**config.mk**
```make
export PLATFORM = sky130hd
export DESIGN_NAME = sd_spi_engine
export DESIGN_NICKNAME = d
export VERILOG_FILES = /design/src/rtl/sd_spi_engine.sv
export SDC_FILE = /design/constraint.sdc
export NUM_CORES = 1
export LEC_CHECK = 0
export CAP_MARGIN = 20
export CELL_PAD_IN_SITES_DETAIL_PLACEMENT = 2
export CELL_PAD_IN_SITES_GLOBAL_PLACEMENT = 2
export CORE_ASPECT_RATIO = 2
export CORE_UTILIZATION = 36
export CTS_CLUSTER_SIZE = 16
export DETAILED_ROUTE_END_ITERATION = 7
export GPL_TIMING_DRIVEN = 0
export PLACE_DENSITY = 0.82
export SLEW_MARGIN = 0
export SYNTH_ARGS = -nofsm -noshare
export SYNTH_HDL_FRONTEND = slang
export SYNTH_SLANG_ARGS = --single-unit
```
**constraint.sdc**
```tcl
create_clock -name clk -period 5.18 [get_ports clk]
set_clock_uncertainty 0.1 [all_clocks]
set_input_delay 1.036 -clock clk [delete_from_list [all_inputs] [get_ports clk]]
set_output_delay 1.036 -clock clk [all_outputs]
set_load 0.05 [all_outputs]
```
**src/rtl/sd_spi_engine.sv**
```systemverilog
// SPI bit engine for the SD card controller: SCLK divider, MSB-first byte
// serialiser with pending-byte staging, and MISO deserialiser with pacing strobes.
module sd_spi_engine #(
    parameter int unsigned HALF_SLOW = 32,
    parameter int unsigned HALF_MED  = 4,
    parameter int unsigned HALF_FAST = 1,
    parameter logic [7:0]  CRC_CMD0  = 8'h95
) (
    input  logic        clk,
    input  logic        n_rst,
    input  logic [1:0]  speed,
    input  logic [1:0]  SPI_select,
    input  logic        load_enable,
    input  logic [5:0]  cmd_out,
    input  logic [3:0]  count_out,
    input  logic [31:0] addr_i,
    input  logic [7:0]  tx_data,
    input  logic        clear_byte,
    input  logic        sd_miso,
    output logic        sd_sclk,
    output logic        sd_mosi,
    output logic        shift_enable,
    output logic        byte_transf,
    output logic        edge_detect,
    output logic [7:0]  rx_byte
);

    logic [15:0] half_cnt;
    logic [15:0] half_lim_q;
    logic [15:0] lim_sel;
    logic [15:0] lim_now;
    logic        toggle;
    logic        rise;
    logic        fall;

    logic [2:0]  bit_cnt;
    logic [7:0]  rx_shift;
    logic [7:0]  rx_next;
    logic        miso_prev;

    logic [7:0]  tx_shift;
    logic [7:0]  tx_next;
    logic [7:0]  pending_byte;
    logic        pending_valid;
    logic        at_boundary;

    logic [7:0]  frame_byte;
    logic [7:0]  sel_byte;
    logic        cmd_zero;

    always_comb begin
        case (speed)
            2'b00:   lim_sel = 16'(HALF_SLOW - 1);
            2'b01:   lim_sel = 16'(HALF_MED - 1);
            default: lim_sel = 16'(HALF_FAST - 1);
        endcase
    end

    // The limit is latched at the first cycle of each half-period, so a speed
    // change never truncates the half already in progress.
    assign lim_now = (half_cnt == '0) ? lim_sel : half_lim_q;
    assign toggle  = (half_cnt == lim_now);
    assign rise    = toggle && !sd_sclk;
    assign fall    = toggle && sd_sclk;

    always_ff @(posedge clk or negedge n_rst) begin
        if (!n_rst) begin
            half_cnt   <= '0;
            half_lim_q <= 16'(HALF_SLOW - 1);
            sd_sclk    <= 1'b0;
        end else begin
            if (half_cnt == '0)
                half_lim_q <= lim_sel;
            if (toggle) begin
                half_cnt <= '0;
                sd_sclk  <= ~sd_sclk;
            end else begin
                half_cnt <= half_cnt + 16'd1;
            end
        end
    end

    assign cmd_zero = (cmd_out == '0);

    always_comb begin
        frame_byte = 8'hFF;
        if (cmd_out == 6'b111111) begin
            frame_byte = 8'hFE;
        end else begin
            case (count_out)
                4'd0:    frame_byte = {2'b01, cmd_out};
                4'd1:    frame_byte = cmd_zero ? 8'h00 : addr_i[31:24];
                4'd2:    frame_byte = cmd_zero ? 8'h00 : addr_i[23:16];
                4'd3:    frame_byte = cmd_zero ? 8'h00 : addr_i[15:8];
                4'd4:    frame_byte = cmd_zero ? 8'h00 : addr_i[7:0];
                4'd5:    frame_byte = cmd_zero ? CRC_CMD0 : 8'hFF;
                default: frame_byte = 8'hFF;
            endcase
        end
    end

    always_comb begin
        case (SPI_select)
            2'b01:   sel_byte = tx_data;
            2'b10:   sel_byte = frame_byte;
            default: sel_byte = 8'hFF;
        endcase
    end

    assign rx_next = {rx_shift[6:0], sd_miso};

    always_ff @(posedge clk or negedge n_rst) begin
        if (!n_rst) begin
            rx_shift     <= 8'hFF;
            rx_byte      <= 8'hFF;
            bit_cnt      <= '0;
            miso_prev    <= 1'b1;
            shift_enable <= 1'b0;
            byte_transf  <= 1'b0;
            edge_detect  <= 1'b0;
        end else begin
            shift_enable <= rise;
            edge_detect  <= rise && !sd_miso && miso_prev;
            byte_transf  <= 1'b0;
            if (rise)
                miso_prev <= sd_miso;
            // A clear coincident with a rising edge drops that sample and any byte completion.
            if (clear_byte) begin
                bit_cnt  <= '0;
                rx_shift <= 8'hFF;
            end else if (rise) begin
                rx_shift <= rx_next;
                bit_cnt  <= bit_cnt + 3'd1;
                if (bit_cnt == 3'd7) begin
                    rx_byte     <= rx_next;
                    byte_transf <= 1'b1;
                end
            end
        end
    end

    assign at_boundary = (bit_cnt == '0);
    assign tx_next     = at_boundary ? (pending_valid ? pending_byte : 8'hFF)
                                     : {tx_shift[6:0], 1'b1};

    always_ff @(posedge clk or negedge n_rst) begin
        if (!n_rst) begin
            tx_shift      <= 8'hFF;
            sd_mosi       <= 1'b1;
            pending_byte  <= 8'hFF;
            pending_valid <= 1'b0;
        end else begin
            if (fall) begin
                tx_shift <= tx_next;
                sd_mosi  <= tx_next[7];
            end
            // A capture on the boundary cycle wins over the consume of the old byte.
            if (load_enable) begin
                pending_byte  <= sel_byte;
                pending_valid <= 1'b1;
            end else if (fall && at_boundary) begin
                pending_valid <= 1'b0;
            end
        end
    end

endmodule
```
==> results.sh, run 1 <==
export IMPL_number_of_antenna_violations_at_the_first_check_in_global_routing=0
export IMPL_synth_nets=439
export IMPL_rr_worst_depth=10
export IMPL_peakVddDrop_uv=217.6
export IMPL_timing_hold_worst_endpoint="half_lim_q[7]$_DFF_PN0_"
export IMPL_synth_seq_cells=72
export IMPL_placed_cell_area_sq_um=4748
export IMPL_placed_cells_incl_taps=580
export IMPL_worstPathBufferInverterCount=3
export IMPL_cts_root_buf="sky130_fd_sc_hd__clkbuf_16"
export IMPL_cp_slowest_cell="sky130_fd_sc_hd__nor4b_4"
export IMPL_finalPower_uw=1629
export IMPL_detailedPlacementHpwl_mm=8.749
export IMPL_cts_hold_repair_buffers=0
export IMPL_synth_top_area_frac=0.2506
export IMPL_finalHoldViolCount=0
export IMPL_timing_critical_path_cells="clkbuf_2 > inv_1 > ha_1 > nor4b_1 > nand4_1 > buf_2 > nor3_2 > a31oi_2 > nor4b_4 > mux2_2"
export IMPL_cpPeakStageDelay_ns=0.75
export IMPL_reg2reg_setup_slack_ns=1.58
export IMPL_slew_violations=0
export IMPL_global_route_usage_total=0.2352
export IMPL_globalplace_congestion=0.8183
export IMPL_critical_path_peak_fanout=10
export IMPL_static_leakage_power_uw=0.002137
export IMPL_crit_arrival_ns=3.76
export IMPL_finalSetupTns_ns=0
export IMPL_synth_lib_cells_used_distinct=54
export IMPL_netlist_top_cell_by_area="sky130_fd_sc_hd__dfstp_2"
export IMPL_wl_per_cell_um=20.15
export IMPL_drc=0
export IMPL_yosys_most_used_dff="sky130_fd_sc_hd__dfstp_2"
export IMPL_hold_depth=1
export IMPL_post_drt_via_cell_ratio=5.428
export IMPL_utilization=0.4802
export IMPL_synth_yosys_seq_area_share=0.4765
export IMPL_critPathKind="register to register"
export IMPL_cts_buffer_depth=2
export IMPL_synth_cells=373
export IMPL_layout_min_cycle_time_ns=3.604
export IMPL_final_wirelength_mm=12.01
export IMPL_buffer_ports_inserted=70
export IMPL_power_density_nw_per_um2=323.9
export IMPL_number_of_global_route_vias_before_repair=3886
export IMPL_timing_final_crit_share=0.6957
export IMPL_synth_edff_count=0
export IMPL_postLayoutCellArea_sq_um=5031
export IMPL_slew_at_the_pin_closest_to_its_max_slew_limit_ns=0.9130
export IMPL_cts_clk_slew_worst_paths_ns=0.06
export IMPL_grt_ovfl_total=0
export IMPL_synth_async_reset_ratio=1.000
export IMPL_max_cap_violations=0
export IMPL_grt_max_degree=73
export IMPL_worstSetupEndpointType="register"
export IMPL_drive_above_1_share=0.1917
export IMPL_crit_family="simple AND/OR/NAND/NOR gates"
export IMPL_start_util=0.3702
export IMPL_cts_made_buffers=9
export IMPL_worst_r2r_startpoint="half_cnt[0]$_DFF_PN0_"
export IMPL_tritoncts="done"
export IMPL_worstSetupPathDepth=10
export IMPL_finalNonFillerCells=596
export IMPL_setup_violations_final=0
export IMPL_placeableCoreArea_sq_um=10480
export IMPL_crit_required_ns=5.34
export IMPL_violation_count_after_the_first_detailed_route_iteration=112
export IMPL_synth_avg_cell_area_sq_um=10.40
export IMPL_die_width_um=75.40
export IMPL_max_clock_freq_mhz=277.5
export IMPL_die_y_um=148.8
export IMPL_row_count=53
export IMPL_first_pass_grt_wire_length_mm=19.40
export IMPL_final_fill_count=1152
export IMPL_hold_path_startpoint="half_lim_q[7]$_DFF_PN0_"
export IMPL_post_cts_resized=0
export IMPL_crit_path_start_kind="register"
export IMPL_regToRegEndpoint="tx_shift[3]$_DFFE_PN1P_"
export IMPL_clock_insertion_delay_worst_skew_ns=0.33
export IMPL_antenna_diode_count=0
export IMPL_route_vias_total=3235
export IMPL_io_pin_count=72
export IMPL_synth_most_common_cell="sky130_fd_sc_hd__nor2_1"
export IMPL_top_post_synthesis_cells_by_count="46 x sky130_fd_sc_hd__nor2_1, 37 x sky130_fd_sc_hd__dfstp_2, 35 x sky130_fd_sc_hd__dfrtp_1"
export IMPL_die_area_sq_um=11220
export IMPL_worst_slew_margin_rel=0.3913
export IMPL_worst_hold_path_type="register to register"
export IMPL_drt_first_pass_iters=4
export IMPL_design_final_nets=520
export IMPL_yosys_warnings=0
export IMPL_htree_levels=3
export IMPL_cts_sinks=72
export IMPL_result_of_the_run="finished clean"
export IMPL_synthesis_area_sq_um=3879
export IMPL_grt_setup_unrepaired="false"
export IMPL_remaining_antenna_violation_count_after_routing=0
export IMPL_areaGrowthSynthToFinish_pct=29.71
export IMPL_post_cts_buffers=0
export IMPL_ys_top_cells_by_area="sky130_fd_sc_hd__dfstp_2 25%, sky130_fd_sc_hd__dfrtp_1 23%, sky130_fd_sc_hd__mux2_2 5.2%"
how the worst max path moves through the flow:
| stage | startpoint | to | slack (ns) |
|---|---|---|---|
| 6_report | half_cnt[0]$_DFF_PN0_ | tx_shift[3]$_DFFE_PN1P_ | 1.58 |
| 5_1_grt | half_cnt[0]$_DFF_PN0_ | tx_shift[4]$_DFFE_PN1P_ | 1.39 |
| 4_1_cts | half_cnt[0]$_DFF_PN0_ | tx_shift[3]$_DFFE_PN1P_ | 1.54 |
| 3_5_place_dp | half_cnt[0]$_DFF_PN0_ | tx_shift[4]$_DFFE_PN1P_ | 1.56 |
| 3_3_place_gp | n_rst | pending_valid$_DFFE_PN0P_ | 0.54 |
| 2_1_floorplan | count_out[0] | pending_byte[2]$_DFFE_PN1P_ | 2.31 |
power by group:
group / internal (uW) / switching [uW] / leakage, uW / total, uW
Sequential: 625 / 86.8 / 0.000830 / 712
Clock: 338 / 249 / 0.000135 / 587
Combinational: 156 / 174 / 0.00117 / 330
Total: 1120 / 509 / 0.00214 / 1630
per-stage QoR:
stage,worst slack [ns],hold slack (ns)
final,1.576,0.4040
after global routing,1.387,0.4224
after CTS,1.537,0.4030
after detailed placement,1.557,0.3850
after global placement,0.5366,0.3700
after floorplan,2.309,0.3536
state kept, by name, indices dropped and copies added, names as in the netlist:
| register | flops |
|---|---|
| miso_prev | 1 |
| tx_shift | 7 |
| edge_detect | 1 |
| byte_transf | 1 |
| pending_byte | 8 |
| half_cnt | 16 |
| sd_mosi | 1 |
| shift_enable | 1 |
| bit_cnt | 3 |
| half_lim_q | 16 |
| sd_sclk | 1 |
| pending_valid | 1 |
| rx_shift | 7 |
| rx_byte | 8 |
worst reg2reg max path: stages (launching register included):
cell	delay [ns]
sky130_fd_sc_hd__dfrtp_1	0.40
sky130_fd_sc_hd__clkbuf_2	0.19
sky130_fd_sc_hd__inv_1	0.09
sky130_fd_sc_hd__ha_1	0.14
sky130_fd_sc_hd__nor4b_1	0.41
sky130_fd_sc_hd__nand4_1	0.36
sky130_fd_sc_hd__buf_2	0.32
sky130_fd_sc_hd__nor3_2	0.22
sky130_fd_sc_hd__a31oi_2	0.13
sky130_fd_sc_hd__nor4b_4	0.75
sky130_fd_sc_hd__mux2_2	0.42
area by class of cell:
cell class,count,area (sq um),share of cell area
Clock inverter,6,43.79,0.008704
Buffer,18,82.58,0.01641
Sequential cell,72,1848,0.3673
Multi-Input combinational cell,256,1847,0.3671
Tap cell,137,171.4,0.03407
Clock buffer,10,239.0,0.04750
Inverter,27,101.3,0.02014
Timing Repair Buffer,70,698.2,0.1388
per-layer routing:
layer | up-vias | share of wire | global-route usage
li1 | 1492 | - | -
met1 | 1604 | 0.31 | 0.2062
met2 | 98 | 0.62 | 0.4714
met3 | 41 | 0.026 | 0.03176
met4 | 0 | 0.048 | 0.1287
met5 | - | 0 | 0
cells in the final DEF (no fill, tap or decap), types with 3 or more instances in the layout:
master	n
sky130_fd_sc_hd__nand4_1	3
sky130_fd_sc_hd__a21oi_1	8
sky130_fd_sc_hd__nand2b_1	8
sky130_fd_sc_hd__clkbuf_1	9
sky130_fd_sc_hd__and3_1	6
sky130_fd_sc_hd__inv_1	27
sky130_fd_sc_hd__a221o_1	3
sky130_fd_sc_hd__or2_2	3
sky130_fd_sc_hd__nor2_1	46
sky130_fd_sc_hd__dfstp_2	37
sky130_fd_sc_hd__a22o_1	3
sky130_fd_sc_hd__buf_1	4
sky130_fd_sc_hd__dfrtp_1	35
sky130_fd_sc_hd__and2_1	12
sky130_fd_sc_hd__xnor2_1	12
sky130_fd_sc_hd__o22ai_1	10
sky130_fd_sc_hd__mux2_2	18
sky130_fd_sc_hd__nand2_1	8
sky130_fd_sc_hd__nor2b_1	9
sky130_fd_sc_hd__o21ai_0	4
sky130_fd_sc_hd__clkbuf_16	9
sky130_fd_sc_hd__a31oi_1	13
sky130_fd_sc_hd__a21o_1	8
sky130_fd_sc_hd__nor3_1	5
sky130_fd_sc_hd__nand3_1	6
sky130_fd_sc_hd__clkdlybuf4s50_1	69
sky130_fd_sc_hd__xor2_1	5
sky130_fd_sc_hd__mux2i_1	18
sky130_fd_sc_hd__a22oi_1	8
sky130_fd_sc_hd__ha_1	7
sky130_fd_sc_hd__a221oi_1	4
cell families (layout without fill, tap and decap cells):
group,after synthesis,count (layout),share of synthesized area
and+or+nand+nor,122,122,0.1777
AOI/OAI and AO/OA,74,74,0.1387
DFF,72,72,0.4765
buffers and inverters,45,131,0.04742
muxes,36,36,0.09871
xor gates and xnor gates,17,17,0.03839
adders and majority gates,7,7,0.02258
Note: power is estimated with default switching activity, not from simulation.
==> run 2, diff against run 1 <==
--- a/config.mk
+++ b/config.mk
@@ -9,11 +9,11 @@
 export CELL_PAD_IN_SITES_DETAIL_PLACEMENT = 2
 export CELL_PAD_IN_SITES_GLOBAL_PLACEMENT = 2
 export CORE_ASPECT_RATIO = 2
-export CORE_UTILIZATION = 36
+export CORE_UTILIZATION = 30
 export CTS_CLUSTER_SIZE = 16
 export DETAILED_ROUTE_END_ITERATION = 7
 export GPL_TIMING_DRIVEN = 0
-export PLACE_DENSITY = 0.82
+export PLACE_DENSITY = 0.72
 export SLEW_MARGIN = 0
 export SYNTH_ARGS = -nofsm -noshare
 export SYNTH_HDL_FRONTEND = slang
==> constraint.sdc (replaced) <==
create_clock -name clk -period 3.03 [get_ports clk]
set_clock_uncertainty 0.1 [all_clocks]
set_input_delay 0.606 -clock clk [delete_from_list [all_inputs] [get_ports clk]]
set_output_delay 0.606 -clock clk [all_outputs]
set_load 0.05 [all_outputs]
==> results.sh, run 2 (synthesis gave the netlist of run 1 again) <==
export IMPL_reg2reg_setup_slack_ns=0.11
export IMPL_row_count=58
export IMPL_slew_violations=0
export IMPL_finalSetupTns_ns=0
export IMPL_violation_count_after_the_first_detailed_route_iteration=135
export IMPL_max_clock_freq_mhz=343.0
export IMPL_cell_internal_pwr_uw=2083
export IMPL_cts_buffer_depth=2
export IMPL_die_area_sq_um=13420
export IMPL_final_cell_mix="69 x sky130_fd_sc_hd__clkdlybuf4s50_1, 46 x sky130_fd_sc_hd__nor2_1, 37 x sky130_fd_sc_hd__dfstp_2"
export IMPL_post_drt_via_cell_ratio=5.223
export IMPL_rr_worst_depth=11
export IMPL_peakVddDrop_uv=415.2
export IMPL_final_wirelength_mm=12.01
export IMPL_cts_clk_slew_worst_paths_ns=0.06
export IMPL_clock_insertion_delay_worst_skew_ns=0.34
export IMPL_clockPowerShare=0.384
export IMPL_mostFrequentLayoutCell="sky130_fd_sc_hd__clkdlybuf4s50_1"
export IMPL_io_pin_count=72
export IMPL_finalPower_uw=2967
export IMPL_die_width_um=82.40
export IMPL_finalNonFillerCells=615
export IMPL_slew_at_the_pin_closest_to_its_max_slew_limit_ns=0.8196
export IMPL_drt_first_pass_iters=4
export IMPL_design_final_nets=526
export IMPL_first_pass_grt_wire_length_mm=19.21
export IMPL_switching_power_uw=883.4
export IMPL_htree_levels=3
export IMPL_worst_hold_path_type="primary input to asynchronous set/reset pin"
export IMPL_layout_min_cycle_time_ns=2.915
export IMPL_wl_per_cell_um=19.53
export IMPL_globalplace_congestion=0.7601
export IMPL_final_setup_worst_slack_ns=0.1146
export IMPL_finalHoldViolCount=0
export IMPL_power_share_switching=0.2978
export IMPL_worst_slew_margin_rel=0.4494
export IMPL_detailedPlacementHpwl_mm=9.064
export IMPL_pwr_share_comb=0.198
export IMPL_setup_violations_final=0
export IMPL_max_cap_violations=0
export IMPL_global_route_usage_total=0.1963
export IMPL_cts_sinks=72
export IMPL_timing_final_crit_share=0.9622
export IMPL_pre_cts_ws_ns=-0.5428
export IMPL_tritoncts="done"
export IMPL_critical_path_peak_fanout=9
export IMPL_crit_path_start_kind="register"
export IMPL_crit_required_ns=3.19
export IMPL_number_of_global_route_vias_before_repair=3855
export IMPL_cts_hold_repair_buffers=0
export IMPL_grt_max_degree=73
export IMPL_areaGrowthSynthToFinish_pct=34.87
export IMPL_static_leakage_power_uw=0.002232
export IMPL_route_vias_total=3212
export IMPL_placed_cells_incl_taps=594
export IMPL_power_frac_seq=0.417
export IMPL_remaining_antenna_violation_count_after_routing=0
export IMPL_cts_root_buf="sky130_fd_sc_hd__clkbuf_16"
export IMPL_cts_made_buffers=9
export IMPL_regToRegEndpoint="tx_shift[5]$_DFFE_PN1P_"
export IMPL_crit_arrival_ns=3.07
export IMPL_drc=0
export IMPL_result_of_the_run="finished clean"
export IMPL_power_density_nw_per_um2=567.1
export IMPL_worst_r2r_startpoint="half_cnt[0]$_DFF_PN0_"
export IMPL_grt_ovfl_total=0
export IMPL_biggestRegsByFlops="half_cnt x16, half_lim_q x16"
export IMPL_worstSetupEndpointType="register"
export IMPL_drive_above_1_share=0.2065
export IMPL_number_of_antenna_violations_at_the_first_check_in_global_routing=0
export IMPL_critPathKind="register to register"
export IMPL_start_util=0.3089
export IMPL_die_y_um=162.8
export IMPL_placeableCoreArea_sq_um=12550
export IMPL_antenna_diode_count=0
export IMPL_buffer_ports_inserted=70
[run 2: through the flow]
step	hold WS, ns	util	cell area [sq um]
6_report	0.1655	0.4167	5231
5_1_grt	0.1920	0.4167	5231
4_1_cts	0.1897	0.4123	5176
3_5_place_dp	0.3723	0.3817	4792
3_3_place_gp	0.3712	0.3797	4767
2_1_floorplan	0.2104	-	3879
[run 2: critical path: stages, from the launching register on]
cell	delay, ns
sky130_fd_sc_hd__dfrtp_1	0.38
sky130_fd_sc_hd__clkbuf_4	0.18
sky130_fd_sc_hd__inv_1	0.06
sky130_fd_sc_hd__ha_1	0.15
sky130_fd_sc_hd__nor4b_4	0.26
sky130_fd_sc_hd__nand4_1	0.14
sky130_fd_sc_hd__buf_4	0.18
sky130_fd_sc_hd__or2_1	0.22
sky130_fd_sc_hd__a32o_2	0.35
sky130_fd_sc_hd__nor4b_4	0.29
sky130_fd_sc_hd__buf_12	0.18
sky130_fd_sc_hd__mux2_2	0.34
[run 2: how the worst max path moves through the flow]
stage	end	startpoint	slack, ns	cells past startpoint
after CTS	tx_shift[6]$_DFFE_PN1P_	half_cnt[0]$_DFF_PN0_	0.006	11
after floorplan	sd_mosi$_DFFE_PN1P_	half_cnt[0]$_DFF_PN0_	0.37	10
after global placement	bit_cnt[0]$_DFFE_PN0P_	n_rst	-1.23	1
final	tx_shift[5]$_DFFE_PN1P_	half_cnt[0]$_DFF_PN0_	0.11	11
after global routing	sd_sclk$_DFFE_PN0N_	half_cnt[0]$_DFF_PN0_	-0.05	12
after detailed placement	half_cnt[12]$_DFF_PN0_	half_cnt[0]$_DFF_PN0_	-0.54	11
[run 2: layout make-up]
type / count / area [sq um]
fillers: 1354 / 7323
well taps: 150 / 187.7
repair buffers: 76 / 783.3
flip-flops and latches: 72 / 1848
clock buffers: 13 / 280.3
clock inverters: 3 / 45.04
inverters: 27 / 101.3
multi-input cells: 256 / 1884
plain buffers: 18 / 101.3
[run 2: timing repair]
| action | CTS | global route |
|---|---|---|
| gates resized for setup | 4 | 12 |
| gates cloned | 0 | 0 |
| pin swaps | 4 | 2 |
| setup buffers | 4 | 1 |
| endpoints found under the setup margin | 46 | 42 |
[run 2: metal layers]
| metal | up-vias | share of wire | global-route usage |
|---|---|---|---|
| met5 | - | 0 | 0 |
| li1 | 1489 | - | - |
| met3 | 32 | 0.040 | 0.04930 |
| met1 | 1601 | 0.31 | 0.1703 |
| met2 | 90 | 0.60 | 0.3817 |
| met4 | 0 | 0.045 | 0.1085 |
[run 2: power groups by stage]
stage | sequential [uW] | combinational (uW) | clock [uW]
detailed placement | 1230 | 567 | 0
global placement | 1230 | 540 | 0
CTS | 1220 | 578 | 1170
finish | 1240 | 589 | 1140
global route | 1250 | 649 | 1200
floorplan | 1170 | 360 | 0
